### src/rtl/uart_pkg.sv
// rtl/uart_pkg.sv - shared types and constants for the UART transmit path
package uart_pkg;

  typedef enum logic [1:0] {IDLE, LOAD, SEND, GAP} state_t;

  localparam int DEFAULT_PACKET_WIDTH = 8;
  localparam int FRAME_BITS = 11;

  typedef logic [7:0] byte_t;

endpackage

### src/rtl/rr_arbiter.sv
// rtl/rr_arbiter.sv - combinational round-robin pick, first request at or above ptr
module rr_arbiter #(
  parameter int NUM_SRC = 4
) (
  input  logic [NUM_SRC-1:0]         req,
  input  logic [$clog2(NUM_SRC)-1:0] ptr,
  output logic [$clog2(NUM_SRC)-1:0] idx,
  output logic                       valid
);

  localparam int IW = $clog2(NUM_SRC);

  logic [IW-1:0] j;

  // Scan from the farthest offset down so the closest request to ptr wins.
  always_comb begin
    idx   = '0;
    valid = 1'b0;
    j     = '0;
    for (int i = NUM_SRC - 1; i >= 0; i--) begin
      j = IW'((int'(ptr) + i) % NUM_SRC);
      if (req[j]) begin
        idx   = j;
        valid = 1'b1;
      end
    end
  end

endmodule

### src/rtl/uart_tx_scheduler.sv
// rtl/uart_tx_scheduler.sv - round-robin sharing of one uart_encode among packet sources
module uart_tx_scheduler
  import uart_pkg::*;
#(
  parameter int NUM_SRC        = 4,
  parameter int PACKET_WIDTH   = DEFAULT_PACKET_WIDTH,
  parameter int GAP_CYCLES     = 2,
  parameter int TIMEOUT_CYCLES = 1023
) (
  input  logic                              clk_baud,
  input  logic                              rst_n,
  input  logic [NUM_SRC-1:0]                src_req,
  input  logic [NUM_SRC*PACKET_WIDTH*8-1:0] src_packet,
  output logic [NUM_SRC-1:0]                src_ack,
  output logic [NUM_SRC-1:0]                src_sent,
  output logic [PACKET_WIDTH*8-1:0]         enc_packet,
  output logic                              enc_ready,
  input  logic                              enc_done,
  output logic                              busy,
  output logic                              err_timeout
);

  localparam int IW = $clog2(NUM_SRC);
  localparam int PW = PACKET_WIDTH * 8;
  localparam int WW = $clog2(TIMEOUT_CYCLES + 1);
  localparam logic [WW-1:0] WD_MAX = WW'(TIMEOUT_CYCLES);
  // A zero gap still costs one GAP cycle so the encoder sees ready low.
  localparam logic [3:0] GAP_LAST = (GAP_CYCLES == 0) ? 4'd0 : 4'(GAP_CYCLES - 1);

  state_t        state, state_nxt;
  logic [IW-1:0] cur, rr_ptr, arb_idx;
  logic          arb_valid, armed;
  logic [WW-1:0] wd;
  logic [3:0]    gap_cnt;
  logic          done_ok, wd_hit;

  rr_arbiter #(.NUM_SRC(NUM_SRC)) u_arb (
    .req   (src_req),
    .ptr   (rr_ptr),
    .idx   (arb_idx),
    .valid (arb_valid)
  );

  // done is stale-high from the last packet until the encoder sees ready; only
  // a rising done after a sampled low counts as completion.
  assign done_ok = armed && enc_done;
  assign wd_hit  = (wd == WD_MAX);

  always_comb begin
    state_nxt   = state;
    src_ack     = '0;
    src_sent    = '0;
    enc_ready   = 1'b0;
    err_timeout = 1'b0;
    busy        = (state != IDLE);
    case (state)
      IDLE: if (arb_valid) state_nxt = LOAD;
      LOAD: begin
        src_ack[cur] = 1'b1;
        state_nxt    = SEND;
      end
      SEND: begin
        enc_ready = 1'b1;
        if (done_ok) begin
          src_sent[cur] = 1'b1;
          state_nxt     = GAP;
        end else if (wd_hit) begin
          err_timeout = 1'b1;
          state_nxt   = GAP;
        end
      end
      GAP: if (gap_cnt == GAP_LAST) state_nxt = IDLE;
      default: state_nxt = IDLE;
    endcase
  end

  always_ff @(posedge clk_baud) begin
    if (!rst_n) begin
      state      <= IDLE;
      rr_ptr     <= '0;
      cur        <= '0;
      enc_packet <= '0;
      armed      <= 1'b0;
      wd         <= '0;
      gap_cnt    <= '0;
    end else begin
      state <= state_nxt;
      case (state)
        IDLE: if (arb_valid) cur <= arb_idx;
        LOAD: begin
          enc_packet <= src_packet[int'(cur)*PW +: PW];
          rr_ptr     <= (cur == IW'(NUM_SRC - 1)) ? '0 : cur + 1'b1;
          armed      <= 1'b0;
          wd         <= '0;
        end
        SEND: begin
          if (!enc_done) armed <= 1'b1;
          if (!wd_hit) wd <= wd + 1'b1;
          gap_cnt <= '0;
        end
        GAP: gap_cnt <= gap_cnt + 1'b1;
        default: ;
      endcase
    end
  end

endmodule

### config.mk
export PLATFORM = sky130hd
export DESIGN_NAME = uart_tx_scheduler
export DESIGN_NICKNAME = d
export VERILOG_FILES = /design/src/rtl/uart_pkg.sv /design/src/rtl/rr_arbiter.sv /design/src/rtl/uart_tx_scheduler.sv
export SDC_FILE = /design/constraint.sdc
export NUM_CORES = 1
export LEC_CHECK = 0
export ABC_AREA = 0
export CAP_MARGIN = 20
export CELL_PAD_IN_SITES_DETAIL_PLACEMENT = 0
export CELL_PAD_IN_SITES_GLOBAL_PLACEMENT = 1
export CORE_AREA = 5 5 185 116
export CTS_CLUSTER_SIZE = 16
export DETAILED_ROUTE_END_ITERATION = 10
export DIE_AREA = 0 0 190 121
export GPL_ROUTABILITY_DRIVEN = 0
export HOLD_SLACK_MARGIN = 0.06
export PLACE_DENSITY = 0.84
export SLEW_MARGIN = 10
export SYNTH_ARGS = -nofsm -noshare
export SYNTH_HDL_FRONTEND = slang
export SYNTH_SLANG_ARGS = --single-unit
### constraint.sdc
create_clock -name clk_baud -period 2.3 [get_ports clk_baud]
set_input_delay 0.46 -clock clk_baud [delete_from_list [all_inputs] [get_ports clk_baud]]
set_output_delay 0.46 -clock clk_baud [all_outputs]
set_load 0.02 [all_outputs]
==> impl_results.html <==
<table>
<tr><th>Metric</th><th>Value</th></tr>
<tr><th colspan="2">Timing</th></tr>
<tr><td>Worst-case setup margin in the final layout</td><td>0.116 ns</td></tr>
<tr><td>Unrepaired setup endpoints after global routing</td><td>false</td></tr>
<tr><td>Final Critical Period</td><td>2.18 ns</td></tr>
<tr><td>Max-slew violation total from the final report</td><td>0</td></tr>
<tr><td>Worst-Margin Slew</td><td>0.533 ns</td></tr>
<tr><td>Worst max-slew margin expressed relative to the limit</td><td>64.0%</td></tr>
<tr><td>Number of hold violations in the final report</td><td>0</td></tr>
<tr><td>Highest clock frequency the design can meet</td><td>458 MHz</td></tr>
<tr><td>Post-route fraction of the period consumed by the critical path</td><td>95.0%</td></tr>
<tr><td>Final setup violation count</td><td>0</td></tr>
<tr><td>Post-Route Skew</td><td>0.0111 ns</td></tr>
<tr><th colspan="2">Routing</th></tr>
<tr><td>Drt wl/cell</td><td>18.6 um</td></tr>
<tr><td>Vias</td><td>4847</td></tr>
<tr><td>Post-detailed-routing wire length</td><td>19500 um</td></tr>
<tr><td>Number of design rule violations left after detail routing</td><td>0</td></tr>
<tr><td>Router iterations before antenna repair</td><td>4</td></tr>
<tr><td>Via/cell ratio</td><td>4.63</td></tr>
<tr><td>First-iteration detailed-routing DRC count</td><td>160</td></tr>
<tr><td>Post-DRT Antenna Nets</td><td>0</td></tr>
<tr><th colspan="2">Die</th></tr>
<tr><td>FP Rows</td><td>40</td></tr>
<tr><td>Number of ports placed on the die boundary</td><td>338</td></tr>
<tr><td>Core region area</td><td>19600 um2</td></tr>
<tr><td>Die area</td><td>23000 um2</td></tr>
<tr><td>Initial cell density of the core</td><td>26.5%</td></tr>
<tr><td>Vert. Die Dim</td><td>121 um</td></tr>
<tr><td>Die width</td><td>190 um</td></tr>
<tr><th colspan="2">Final layout</th></tr>
<tr><td>Total Nets Final</td><td>1044</td></tr>
<tr><td>Fraction of the core area covered by cells at the end of the flow</td><td>47.2%</td></tr>
<tr><td>Synth-to-Final Area Change</td><td>78.2%</td></tr>
<tr><td>Fraction of layout instances using a drive strength above 1</td><td>13.8%</td></tr>
<tr><td>Ant. Diodes</td><td>0</td></tr>
<tr><th colspan="2">Synthesis</th></tr>
<tr><td>Mapped cell area</td><td>5180 um2</td></tr>
<tr><td>Most used flip-flop cell after synthesis</td><td>sky130_fd_sc_hd__dfxtp_1</td></tr>
<tr><td>Async set-reset flop share out of synthesis</td><td>0%</td></tr>
<tr><td>Cell count after synthesis</td><td>439</td></tr>
<tr><td>Net count after synthesis</td><td>713</td></tr>
<tr><td>Share of the yosys chip area belonging to registers</td><td>32.8%</td></tr>
<tr><td>Yosys warnings</td><td>0</td></tr>
<tr><td>Synth Area per Inst</td><td>11.8 um2</td></tr>
<tr><td>Total of flip-flops plus latches after synthesis</td><td>85</td></tr>
<tr><td>Post-synth EDFFs</td><td>0</td></tr>
<tr><td>Netlist cell types</td><td>45</td></tr>
<tr><th colspan="2">GRT</th></tr>
<tr><td>Leftover overflow at the end of global routing</td><td>0</td></tr>
<tr><td>Routing usage on met3</td><td>6.38%</td></tr>
<tr><td>Met2 track utilization from global routing</td><td>26.6%</td></tr>
<tr><td>Pin count of the biggest net entering global routing</td><td>50</td></tr>
<tr><td>Number of global-route vias before repair</td><td>5217</td></tr>
<tr><td>GRT Overall Usage</td><td>16.1%</td></tr>
<tr><td>Initial antenna violation count</td><td>0</td></tr>
<tr><td>First-pass GRT wire length</td><td>28800 um</td></tr>
<tr><td>Met1 track demand over resource</td><td>20.2%</td></tr>
<tr><td>Most crowded layer after global routing</td><td>met2</td></tr>
<tr><th colspan="2">Clocking</th></tr>
<tr><td>Root buffer selected by CTS</td><td>sky130_fd_sc_hd__clkbuf_16</td></tr>
<tr><td>Clock transition at path regs</td><td>0.06 ns</td></tr>
<tr><td>Post-CTS setup-driven buffer insertion count</td><td>0</td></tr>
<tr><td>Clock tree from TritonCTS</td><td>built</td></tr>
<tr><td>CTS sink count</td><td>85</td></tr>
<tr><td>Latest clock arrival within the worst-skew pair</td><td>0.34 ns</td></tr>
<tr><td>CTS buffer count</td><td>9</td></tr>
<tr><td>H-Tree Depth</td><td>3</td></tr>
<tr><td>Largest buffer count on any clock path</td><td>2</td></tr>
<tr><th colspan="2">Power and ir drop</th></tr>
<tr><td>Internal power contribution</td><td>4.92 mW</td></tr>
<tr><td>Sequential group share of total power</td><td>27.1%</td></tr>
<tr><td>Leakage Power</td><td>3.25 nW</td></tr>
<tr><td>Combinational share of power</td><td>51.1%</td></tr>
<tr><td>Worst-case vdd ir drop</td><td>0.410 mV</td></tr>
<tr><td>Clock network fraction of design power</td><td>21.8%</td></tr>
<tr><td>Switching share of power</td><td>34.2%</td></tr>
<tr><td>Switching power summed over all nets</td><td>2.55 mW</td></tr>
<tr><td>Power density cells</td><td>809 nW/um2</td></tr>
<tr><th colspan="2">Job</th></tr>
<tr><td>Total of max-cap violations</td><td>0</td></tr>
<tr><th colspan="2">Setup path</th></tr>
<tr><td>Category of the most critical setup path</td><td>flip-flop to output pin</td></tr>
<tr><td>Element type at the critical path end</td><td>output pin</td></tr>
<tr><td>Maximum net fanout on the critical path</td><td>10</td></tr>
<tr><td>Required time of the worst setup path</td><td>1.84 ns</td></tr>
<tr><td>CP arrival</td><td>1.72 ns</td></tr>
<tr><td>Startpoint Class</td><td>flip-flop</td></tr>
<tr><th colspan="2">Placement</th></tr>
<tr><td>Port buffer count</td><td>337</td></tr>
<tr><td>Place WS</td><td>-0.0522 ns</td></tr>
<tr><td>HPWL after detailed placement</td><td>16200 um</td></tr>
<tr><th colspan="2">Worst hold path</th></tr>
<tr><td>Hold WC Path Type</td><td>flip-flop to flip-flop</td></tr>
<tr><th colspan="2">Run status</th></tr>
<tr><td>Result of the run</td><td>finished clean</td></tr>
</table>
[flip-flops by register name, summed over array words and instances (netlist names)]
name and count:
armed 1, cur 2, enc_packet 64, gap_cnt 4
rr_ptr 2, state 2, wd 10
[per-layer routing]
layer | vias to the layer above | share of wire (%)
met5 | - | 0
met4 | 0 | 0.92
met3 | 14 | 10
met2 | 213 | 47
met1 | 2316 | 42
li1 | 2304 | -
[Yosys cell counts (2+ instances only)]
cell / number / area [um2]
sky130_fd_sc_hd__dfxtp_1: 85 / 1700
sky130_fd_sc_hd__nor2b_1: 71 / 444
sky130_fd_sc_hd__mux2i_1: 69 / 691
sky130_fd_sc_hd__mux4_2: 64 / 1440
sky130_fd_sc_hd__clkbuf_1: 15 / 56.3
sky130_fd_sc_hd__inv_1: 12 / 45.0
sky130_fd_sc_hd__ha_1: 11 / 138
sky130_fd_sc_hd__a21oi_1: 10 / 50.1
sky130_fd_sc_hd__nor2_1: 10 / 37.5
sky130_fd_sc_hd__and2_1: 9 / 56.3
sky130_fd_sc_hd__nand2_1: 9 / 33.8
sky130_fd_sc_hd__buf_2: 8 / 40.0
sky130_fd_sc_hd__o21ai_0: 7 / 35.0
sky130_fd_sc_hd__buf_1: 6 / 22.5
sky130_fd_sc_hd__nand3_1: 5 / 25.0
sky130_fd_sc_hd__buf_4: 4 / 30.0
sky130_fd_sc_hd__o21a_1: 4 / 30.0
sky130_fd_sc_hd__nor3_1: 3 / 15.0
sky130_fd_sc_hd__a21boi_0: 2 / 15.0
sky130_fd_sc_hd__a41oi_1: 2 / 17.5
sky130_fd_sc_hd__nand2b_1: 2 / 12.5
sky130_fd_sc_hd__nand4_1: 2 / 12.5
sky130_fd_sc_hd__nor4_1: 2 / 12.5
sky130_fd_sc_hd__o22ai_1: 2 / 12.5
sky130_fd_sc_hd__o31ai_1: 2 / 15.0
sky130_fd_sc_hd__or3_1: 2 / 12.5
sky130_fd_sc_hd__or4_1: 2 / 15.0
sky130_fd_sc_hd__xnor2_1: 2 / 17.5
[layout by cell type (no fill, tap or decap), drive strengths merged, types with 3 or more instances in the layout]
cell type	n
clkbuf	13
clkdlybuf4s50	328
o21ai	8
and4	3
nand2	9
a21oi	10
ha	11
and2	9
nand3	5
mux4	64
nor3	3
dfxtp	85
nor2	10
buf	18
nor2b	71
inv	14
mux2i	69
dlygate4sd2	5
o21a	4
[power by group through the flow]
stage / clock [mW] / combinational [mW] / sequential [mW]
floorplan: 0 / 1.97 / 2.37
global placement: 0 / 3.86 / 2.04
detailed placement: 0 / 3.89 / 2.06
CTS: 1.69 / 3.89 / 2.03
global route: 1.75 / 4.12 / 2.08
finish: 1.63 / 3.82 / 2.03
[cell type report]
class	count	area [um2]
Clock buffer	12	256
Inverter	12	45.0
Sequential cell	85	1710
Timing Repair Buffer	354	3510
Tap cell	273	342
Clock inverter	4	77.6
Fill cell	1808	10300
Multi-Input combinational cell	308	3290
[cell families after synthesis]
| logic type | after synthesis | share of synthesized area (%) |
|---|---|---|
| xor+xnor | 2 | 0.338 |
| fa+ha+maj | 11 | 2.66 |
| flops | 85 | 32.8 |
| simple gates | 123 | 14.1 |
| mux | 133 | 41.1 |
| buf+inv | 46 | 3.96 |
| compound gates | 39 | 5.00 |
[final timing paths]
kind | startpoint | endpoint | slack (ns) | depth (start not counted)
setup / recovery | state[1] | src_ack[3] | 0.12 | 4
setup reg to reg | state[0] | wd[7] | 0.42 | 7
hold / removal | state[1] | state[1] | 0.51 | 2
hold reg to reg | state[1] | state[1] | 0.51 | 2
[metrics by stage]
| stage | hold WS [ns] | cells | total power [mW] | setup TNS (ns) | instance area, um2 |
|---|---|---|---|---|---|
| after floorplan | 0.451 | 439 | 4.34 | 0 | 5180 |
| after global placement | 0.489 | 1032 | 5.91 | -0.202 | 8900 |
| after detailed placement | 0.500 | 1032 | 5.94 | -0.224 | 8900 |
| after CTS | 0.506 | 1048 | 7.61 | 0 | 9230 |
| after global routing | 0.528 | 1048 | 7.95 | 0 | 9230 |
| final | 0.508 | 1048 | 7.47 | 0 | 9230 |
[worst max-delay path, stage by stage (launching register included)]
cell                              delay (ns)
sky130_fd_sc_hd__dfxtp_1                0.34
sky130_fd_sc_hd__inv_1                  0.12
sky130_fd_sc_hd__ha_4                   0.21
sky130_fd_sc_hd__and2_1                 0.14
sky130_fd_sc_hd__clkdlybuf4s50_1        0.60
[timing repair]
item | in CTS | in global routing
gates resized for setup | 8 | 3
hold buffers | 0 | 0
pin swaps | 0 | 0
endpoints found under the setup margin | 7 | 3
No activity file was read; power rests on OpenSTA's default activity.
